## src/rtl/sdram_burst_writer.sv

```systemverilog
// SDRAM full-page burst write engine with configurable timing and zero-length requests.
// Define SDRAM_WR_PAGE_SPLIT_EN to split bursts at page boundaries with row/bank carry.
module sdram_burst_writer #(
    parameter int DQ_W  = 16,
    parameter int BA_W  = 2,
    parameter int ROW_W = 13,
    parameter int COL_W = 9,
    parameter int LEN_W = 10,
    parameter int T_RCD = 2,
    parameter int T_WR  = 2,
    parameter int T_RP  = 2
) (
    input  logic                        sys_clk,
    input  logic                        sys_rst,
    input  logic                        init_end,
    input  logic                        wr_en,
    input  logic [BA_W+ROW_W+COL_W-1:0] wr_addr,
    input  logic [LEN_W-1:0]            wr_burst_len,
    input  logic [DQ_W-1:0]             wr_data,
    output logic                        wr_fifo_rd_en,
    output logic                        wr_end,
    output logic                        wr_busy,
    output logic [3:0]                  write_cmd,
    output logic [BA_W-1:0]             write_ba,
    output logic [ROW_W-1:0]            write_addr,
    output logic                        wr_sdram_en,
    output logic [DQ_W-1:0]             wr_sdram_data
);

    localparam int TW = 8;
    localparam logic [3:0] CMD_NOP = 4'b0111;
    localparam logic [3:0] CMD_ACT = 4'b0011;
    localparam logic [3:0] CMD_WR  = 4'b0100;
    localparam logic [3:0] CMD_BST = 4'b0110;
    localparam logic [3:0] CMD_PRE = 4'b0010;
    localparam logic [ROW_W-1:0] A10 = ROW_W'(1024);

    typedef enum logic [3:0] {
        S_IDLE,
        S_ACT,
        S_TRCD,
        S_WR,
        S_DATA,
        S_BST,
        S_TWR,
        S_PRE,
        S_TRP,
        S_END
    } state_t;

    state_t             state_q, state_d;
    logic [BA_W-1:0]    bank_q, bank_d;
    logic [ROW_W-1:0]   row_q, row_d;
    logic [COL_W-1:0]   col_q, col_d;
    logic [LEN_W-1:0]   rem_q, rem_d;
    logic [LEN_W-1:0]   seg_q, seg_d;
    logic [TW-1:0]      tcnt_q, tcnt_d;
    logic [LEN_W-1:0]   seg_len;
    logic               pop;

    logic [3:0]         cmd_q, cmd_d;
    logic [BA_W-1:0]    ba_q, ba_d;
    logic [ROW_W-1:0]   addr_q, addr_d;
    logic               sd_en_q, sd_en_d;
    logic [DQ_W-1:0]    sd_data_q, sd_data_d;
    logic               end_q, end_d;
    logic               busy_q, busy_d;

`ifdef SDRAM_WR_PAGE_SPLIT_EN
    localparam int SW = (LEN_W > COL_W) ? LEN_W : COL_W + 1;
    logic [SW-1:0] room;
    logic [SW-1:0] rem_w;

    always_comb begin
        room    = SW'(2 ** COL_W) - SW'(col_q);
        rem_w   = SW'(rem_q);
        seg_len = (rem_w < room) ? rem_q : LEN_W'(room);
    end
`else
    always_comb begin
        seg_len = rem_q;
    end
`endif

    always_comb begin
        state_d = state_q;
        bank_d  = bank_q;
        row_d   = row_q;
        col_d   = col_q;
        rem_d   = rem_q;
        seg_d   = seg_q;
        tcnt_d  = tcnt_q;
        pop     = 1'b0;
        unique case (state_q)
            S_IDLE: begin
                if (init_end && wr_en) begin
                    {bank_d, row_d, col_d} = wr_addr;
                    rem_d   = wr_burst_len;
                    state_d = (wr_burst_len == '0) ? S_END : S_ACT;
                end
            end
            S_ACT: begin
                state_d = S_TRCD;
                tcnt_d  = TW'(T_RCD - 1);
            end
            S_TRCD: begin
                if (tcnt_q != '0) begin
                    tcnt_d = tcnt_q - 1'b1;
                end else begin
                    // Pop one cycle early so the first word lands with WRITE
                    state_d = S_WR;
                    pop     = 1'b1;
                    seg_d   = seg_len - 1'b1;
                    rem_d   = rem_q - seg_len;
                end
            end
            S_WR, S_DATA: begin
                if (seg_q != '0) begin
                    state_d = S_DATA;
                    pop     = 1'b1;
                    seg_d   = seg_q - 1'b1;
                end else begin
                    state_d = S_BST;
                end
            end
            S_BST: begin
                state_d = S_TWR;
                tcnt_d  = TW'(T_WR - 1);
            end
            S_TWR: begin
                if (tcnt_q != '0) begin
                    tcnt_d = tcnt_q - 1'b1;
                end else begin
                    state_d = S_PRE;
                end
            end
            S_PRE: begin
                state_d = S_TRP;
                tcnt_d  = TW'(T_RP - 1);
            end
            S_TRP: begin
                if (tcnt_q != '0) begin
                    tcnt_d = tcnt_q - 1'b1;
                end else if (rem_q != '0) begin
                    state_d = S_ACT;
`ifdef SDRAM_WR_PAGE_SPLIT_EN
                    col_d = '0;
                    if (row_q == '1) begin
                        row_d  = '0;
                        bank_d = bank_q + 1'b1;
                    end else begin
                        row_d = row_q + 1'b1;
                    end
`endif
                end else begin
                    state_d = S_END;
                end
            end
            S_END: begin
                state_d = S_IDLE;
            end
            default: begin
                state_d = S_IDLE;
            end
        endcase
    end

    // Registered outputs follow the state being entered
    always_comb begin
        cmd_d     = CMD_NOP;
        ba_d      = ba_q;
        addr_d    = '0;
        sd_en_d   = pop;
        sd_data_d = pop ? wr_data : '0;
        end_d     = (state_d == S_END);
        busy_d    = (state_d != S_IDLE);
        unique case (state_d)
            S_ACT: begin
                cmd_d  = CMD_ACT;
                ba_d   = bank_d;
                addr_d = row_d;
            end
            S_WR: begin
                cmd_d  = CMD_WR;
                ba_d   = bank_d;
                addr_d = ROW_W'(col_d);
            end
            S_BST: begin
                cmd_d = CMD_BST;
            end
            S_PRE: begin
                cmd_d  = CMD_PRE;
                addr_d = A10;
            end
            default: begin
                cmd_d = CMD_NOP;
            end
        endcase
    end

    always_ff @(posedge sys_clk) begin
        if (sys_rst) begin
            state_q   <= S_IDLE;
            bank_q    <= '0;
            row_q     <= '0;
            col_q     <= '0;
            rem_q     <= '0;
            seg_q     <= '0;
            tcnt_q    <= '0;
            cmd_q     <= CMD_NOP;
            ba_q      <= '0;
            addr_q    <= '0;
            sd_en_q   <= 1'b0;
            sd_data_q <= '0;
            end_q     <= 1'b0;
            busy_q    <= 1'b0;
        end else begin
            state_q   <= state_d;
            bank_q    <= bank_d;
            row_q     <= row_d;
            col_q     <= col_d;
            rem_q     <= rem_d;
            seg_q     <= seg_d;
            tcnt_q    <= tcnt_d;
            cmd_q     <= cmd_d;
            ba_q      <= ba_d;
            addr_q    <= addr_d;
            sd_en_q   <= sd_en_d;
            sd_data_q <= sd_data_d;
            end_q     <= end_d;
            busy_q    <= busy_d;
        end
    end

    assign wr_fifo_rd_en = pop & ~sys_rst;
    assign wr_end        = end_q;
    assign wr_busy       = busy_q;
    assign write_cmd     = cmd_q;
    assign write_ba      = ba_q;
    assign write_addr    = addr_q;
    assign wr_sdram_en   = sd_en_q;
    assign wr_sdram_data = sd_data_q;

endmodule

```

## config.mk

```make
export PLATFORM = sky130hd
export DESIGN_NAME = sdram_burst_writer
export DESIGN_NICKNAME = d
export VERILOG_FILES = /design/src/rtl/sdram_burst_writer.sv
export SDC_FILE = /design/constraint.sdc
export NUM_CORES = 1
export LEC_CHECK = 0
export CORE_UTILIZATION = 49
export DETAILED_ROUTE_END_ITERATION = 8
export PLACE_DENSITY = 0.83
export SLEW_MARGIN = 15
export SYNTH_ARGS = -nofsm -noshare
export SYNTH_HDL_FRONTEND = slang
export SYNTH_SLANG_ARGS = --single-unit
```

## constraint.sdc

```tcl
create_clock -name sys_clk -period 3.1 [get_ports sys_clk]
set_input_delay 0.465 -clock sys_clk [delete_from_list [all_inputs] [get_ports sys_clk]]
set_output_delay 0.465 -clock sys_clk [all_outputs]
set_load 0.01 [all_outputs]
```

==> results.cfg, run 1 <==
[run_status]
outcome = complete, no violations

[critical_path]
crit_family = simple AND/OR/NAND/NOR gates
max_stage_delay_ns = 0.58
r2r_slack_ns = 0.42
start_kind = flip-flop
path_buf_inv = 1
crit_path_max_fanout = 10
crit_slowest_cell = clkdlybuf4s50_1
crit_type = flip-flop to output pin
worstSetupEndpointType = output pin
worstPathRequired_ns = 2.63
cp_cell_sequence = and4bb_1 -> or2_1 -> a21oi_2 -> nor2_1 -> clkdlybuf4s50_1
arrival_ns = 2.49

[synth]
yosys_warnings = 0
ys_seq_area_frac = 0.476
syn_avg_cell_area_um2 = 9.22
ys_types = 60
ys_ff_latch = 93
synth_edf_count = 0
synth_area_um2 = 3910
synth_cells = 424
async_reset_ff_frac = 0
synth_commonest_cells = 93 x dfxtp_1, 55 x nor2_1, 30 x nand2_1
synthTopCellsByArea = dfxtp_1 48%, mux2i_1 6.7%, nor2_1 5.3%
yosysMostFrequentCell = dfxtp_1
yosysTopAreaCellShare = 0.476
yosys.area.top_type = dfxtp_1
synth_ff_type = dfxtp_1
syn_nets = 480

[drt]
wl_per_cell_um = 15.3
ant_nets = 0
vias_per_cell = 5.47
firstDrtPassIters = 5
first_iter_violations = 279
vias = 3357
drc = 0
wl_um = 9360

[placement]
port_buffers = 91
dpl_cell_area_um2 = 4830
dpl.hpwl_um = 6520
place.gp.congestion = 0.868

[timing]
maxSlewHeadroom = 0.539
setup_tns_ns = 0
fin_crit_sh = 0.953
rsz0062_at_grt = false
finalSetupViolCount = 0
drv_slew = 0
worst_hold_slack_ns = 0.472
worst_pin_slew_ns = 0.687
timing.final.crit_period_ns = 2.95
fmax_mhz = 339
finalHoldViolCount = 0
fin_skew_ns = 0.0103

[global_routing]
first_global_vias = 3234
grt_util_all_layers = 0.229
overflow = 0
grt_start_max_net_pins = 66
grt_pass1_wl_um = 15200
antenna_found_initial = 0

[final_layout]
diodes = 0
final_area_um2 = 5080
fill_cells = 624
fin_nets = 564
drive_gt1_frac = 0.0840
seqCellArea_um2 = 1860
syn_to_final_growth_pct = 29.9
multi_input_comb_area_um2 = 1870
fin_util = 0.657

[die]
start_util = 0.506
fp.dieH_um = 91.3
rows = 32
io_pins = 93
core_um2 = 7730
die_area_um2 = 8340
die_x_um = 91.3

[clock_network]
cts.path.max_buffers = 2
h-tree-depth = 3
ctsHoldBuffers = 0
clock-root-buffer = clkbuf_8
cts_tree = built
clkTransAtPathRegs_ns = 0.09
cts_buffers = 9
cts_sinks = 93
worstSkewPairLatency_ns = 0.36

[worst_hold_path]
hp-class = flip-flop to flip-flop

[power]
ir_worst_vdd_uv = 323
leakagePower_uw = 0.00187
p_per_area_nw_per_um2 = 650

[flow_run]
drv_cap = 0
## worst reg2reg max path, delay by kind of cell (launching register included)
kind                     cells  cell delay [ns]
AND/OR/NAND/NOR              3             0.87
multiplexers                 2             0.67
flip-flops                   1             0.64
adder cells (fa/ha/maj)      1             0.29
AO/OA/AOI/OAI                1             0.13
## final cells by class
class                   instances  area share
well taps                     102      0.0251
clock buffers                  10      0.0271
flip-flops and latches         93       0.367
repair buffers                100       0.192
inverters                       6     0.00443
clock inverters                 5      0.0163
multi-input cells             298       0.369
## cell families (layout without fill, tap and decap cells)
| logic type | Yosys count | in the layout | share of synthesized area |
|---|---|---|---|
| compound gates | 77 | 77 | 0.124 |
| xor+xnor | 3 | 3 | 0.00672 |
| fa+ha+maj | 2 | 2 | 0.00640 |
| buf+inv | 33 | 121 | 0.0451 |
| flops | 93 | 93 | 0.476 |
| mux | 33 | 33 | 0.0880 |
| other cells | 1 | 1 | 0.000959 |
| simple gates | 182 | 182 | 0.253 |
## layout by cell type (no fill, tap or decap), types with 4 or more instances in the layout
| master | synthesis | final |
|---|---|---|
| nand3_1 | 16 | 16 |
| a21oi_1 | 28 | 28 |
| and2_1 | 27 | 27 |
| a211oi_1 | 6 | 6 |
| clkbuf_8 | 0 | 10 |
| nor2_1 | 55 | 55 |
| nor4_1 | 5 | 5 |
| nand2_1 | 30 | 30 |
| a31oi_1 | 6 | 6 |
| mux2_2 | 4 | 4 |
| o21ai_0 | 8 | 8 |
| and3_1 | 7 | 6 |
| nand4_1 | 5 | 5 |
| inv_1 | 6 | 6 |
| or3_1 | 6 | 6 |
| nor3_1 | 8 | 8 |
| mux2i_1 | 26 | 26 |
| clkdlybuf4s50_1 | 0 | 90 |
| o22ai_1 | 9 | 9 |
| dfxtp_1 | 93 | 92 |
| buf_4 | 6 | 9 |
## final timing paths
path,cells past startpoint,endpoint,from
worst max-delay path,5,wr_fifo_rd_en,state_q[0]
worst min-delay path,2,bank_q[0],bank_q[0]
worst max register to register,7,seg_q[6],state_q[3]
worst min register to register,2,bank_q[0],bank_q[0]
## repair_timing
action	in CTS	in global routing
resized for setup	0	2
setup endpoints to repair	0	1
buffers inserted	0	3
## flip-flops by register name (all words and copies together), names as in the netlist, 3 cells and up
register and count:
col_q 9, rem_q 10, row_q 13, seg_q 10, state_q 4, tcnt_q 8
wr_sdram_data 16, write_addr 13, write_cmd 3
## power breakdown
group	internal (uW)	leakage, uW	switching [uW]	total (uW)
Combinational	452	0.00100	524	976
Sequential	1320	0.000756	97.2	1420
Clock	477	0.000113	430	906
## per-layer routing
metal	wire, um	GRT usage	share of wire
met3	651	0.0595	0.070
met5	0	0	0
met4	176	0.108	0.019
met2	4580	0.371	0.49
met1	3950	0.285	0.42
## stage by stage
step | power (uW) | worst slack (ns) | instances
6_report | 3300 | 0.147 | 614
5_1_grt | 3460 | 0.0154 | 614
4_1_cts | 3270 | 0.0869 | 611
3_5_place_dp | 2370 | 0.524 | 596
2_1_floorplan | 2090 | 0.920 | 424
3_3_place_gp | 2360 | 0.588 | 596
Power figures use the tool's default switching activity.
==> inputs of run 2 (changes only) <==
CORE_UTILIZATION = 53   (was 49)
PLACE_DENSITY = 0.88   (was 0.83)
SKIP_LAST_GASP = 1   (was not set)
TNS_END_PERCENT = 100   (was not set)
clock period = 3.7 ns   (was 3.1 ns; I/O delays follow)
==> results.cfg, run 2 (same netlist as run 1, synthesis figures left out) <==
[final_layout]
fin_util = 0.721
final_cell_mix = 93 x dfxtp_1, 90 x clkdlybuf4s50_1, 55 x nor2_1
final_common_cell = dfxtp_1
seqCellArea_um2 = 1860
multi_input_comb_area_um2 = 1870
fill_cells = 502
syn_to_final_growth_pct = 28.0
largest_reg_flops = 16
drive_gt1_frac = 0.0747
fin_nets = 560
diodes = 0

[timing]
fmax_mhz = 297
fin_skew_ns = 0.00888
drv_slew = 0
setup_tns_ns = 0
worst_pin_slew_ns = 0.706
timing.final.crit_period_ns = 3.37
finalSetupViolCount = 0
finalHoldViolCount = 0
worst_hold_slack_ns = 0.473
fin_crit_sh = 0.911
maxSlewHeadroom = 0.526
rsz0062_at_grt = false

[worst_hold_path]
hp-class = flip-flop to flip-flop
hold_start = bank_q[1]
min_to = bank_q[1]
hold_path_depth = 2

[critical_path]
worstSetupEndpointType = output pin
worstReg2RegEnd = seg_q[6]
crit_slowest_cell = dfxtp_1
crit_path_max_fanout = 13
arrival_ns = 2.82
startpoint = state_q[3]
reg2reg_depth = 7
crit_type = flip-flop to output pin
worstPathRequired_ns = 3.14
cp_cell_sequence = and4bb_1 -> or2_1 -> a21oi_2 -> nor2_1 -> clkdlybuf4s50_1
r2r_start = state_q[3]
start_kind = flip-flop
r2r_slack_ns = 0.99
max_stage_delay_ns = 0.62

[die]
start_util = 0.563
die_area_um2 = 7720
rows = 30
fp.dieH_um = 87.9
io_pins = 93
core_um2 = 6940
die_x_um = 87.9

[global_routing]
overflow = 0
first_global_vias = 3218
antenna_found_initial = 0
grt_start_max_net_pins = 66
grt_pass1_wl_um = 15600
grt_util_all_layers = 0.264

[clock_network]
cts_sinks = 93
cts_tree = built
clkTransAtPathRegs_ns = 0.09
cts_resized = 0
worstSkewPairLatency_ns = 0.37
cts.path.max_buffers = 2
h-tree-depth = 3
clock-root-buffer = clkbuf_8
postCtsSetupRepairBufs = 0
ctsHoldBuffers = 0
cts_buffers = 9

[flow_run]
drv_cap = 0

[drt]
ant_nets = 0
firstDrtPassIters = 4
vias_per_cell = 5.65
vias = 3419
drc = 0
first_iter_violations = 223
wl_per_cell_um = 15.9
wl_um = 9600

[power]
ir_worst_vdd_uv = 298
p_per_area_nw_per_um2 = 523
leakagePower_uw = 0.00183

[run_status]
outcome = complete, no violations

[placement]
dpl.hpwl_um = 6770
port_buffers = 91
place.gp.congestion = 0.918
-- run 2: how the worst max path moves through the flow --
| stage | cells after the start | slack (ns) | end |
|---|---|---|---|
| final | 5 | 0.33 | wr_fifo_rd_en |
| after global routing | 5 | 0.19 | wr_fifo_rd_en |
| after CTS | 5 | 0.36 | wr_fifo_rd_en |
| after detailed placement | 5 | 0.78 | wr_fifo_rd_en |
| after global placement | 5 | 0.82 | wr_fifo_rd_en |
| after floorplan | 8 | 1.45 | wr_fifo_rd_en |
-- run 2: area by class of cell --
type,count,area share
Timing Repair Buffer,96,0.189
Sequential cell,93,0.372
Inverter,6,0.00450
Clock inverter,7,0.0123
Clock buffer,9,0.0248
Tap cell,96,0.0240
Multi-Input combinational cell,298,0.374
-- run 2: power breakdown --
part	internal [uW]	switching, uW	total, uW
Combinational	357	436	793
Sequential	1110	85.0	1190
Clock	252	380	632
-- run 2: layer usage --
| metal | part of all wire | GRT usage |
|---|---|---|
| met5 | 0 | 0 |
| met4 | 0.024 | 0.116 |
| met3 | 0.065 | 0.0594 |
| met2 | 0.48 | 0.414 |
| met1 | 0.43 | 0.350 |
-- run 2: critical path, delay by kind of cell, from the launching register on --
kind | cells | cell delay, ns
flops | 1 | 0.62
buf+inv | 1 | 0.53
simple gates | 3 | 0.80
compound gates | 1 | 0.52
-- run 2: stage by stage --
step	total power (uW)	setup slack [ns]	instance area (um2)	std cells
floorplan	1750	1.45	3910	424
global placement	1960	0.821	4820	589
detailed placement	1990	0.779	4820	589
CTS	2610	0.361	5000	605
global route	2760	0.192	5000	605
finish	2620	0.329	5000	605
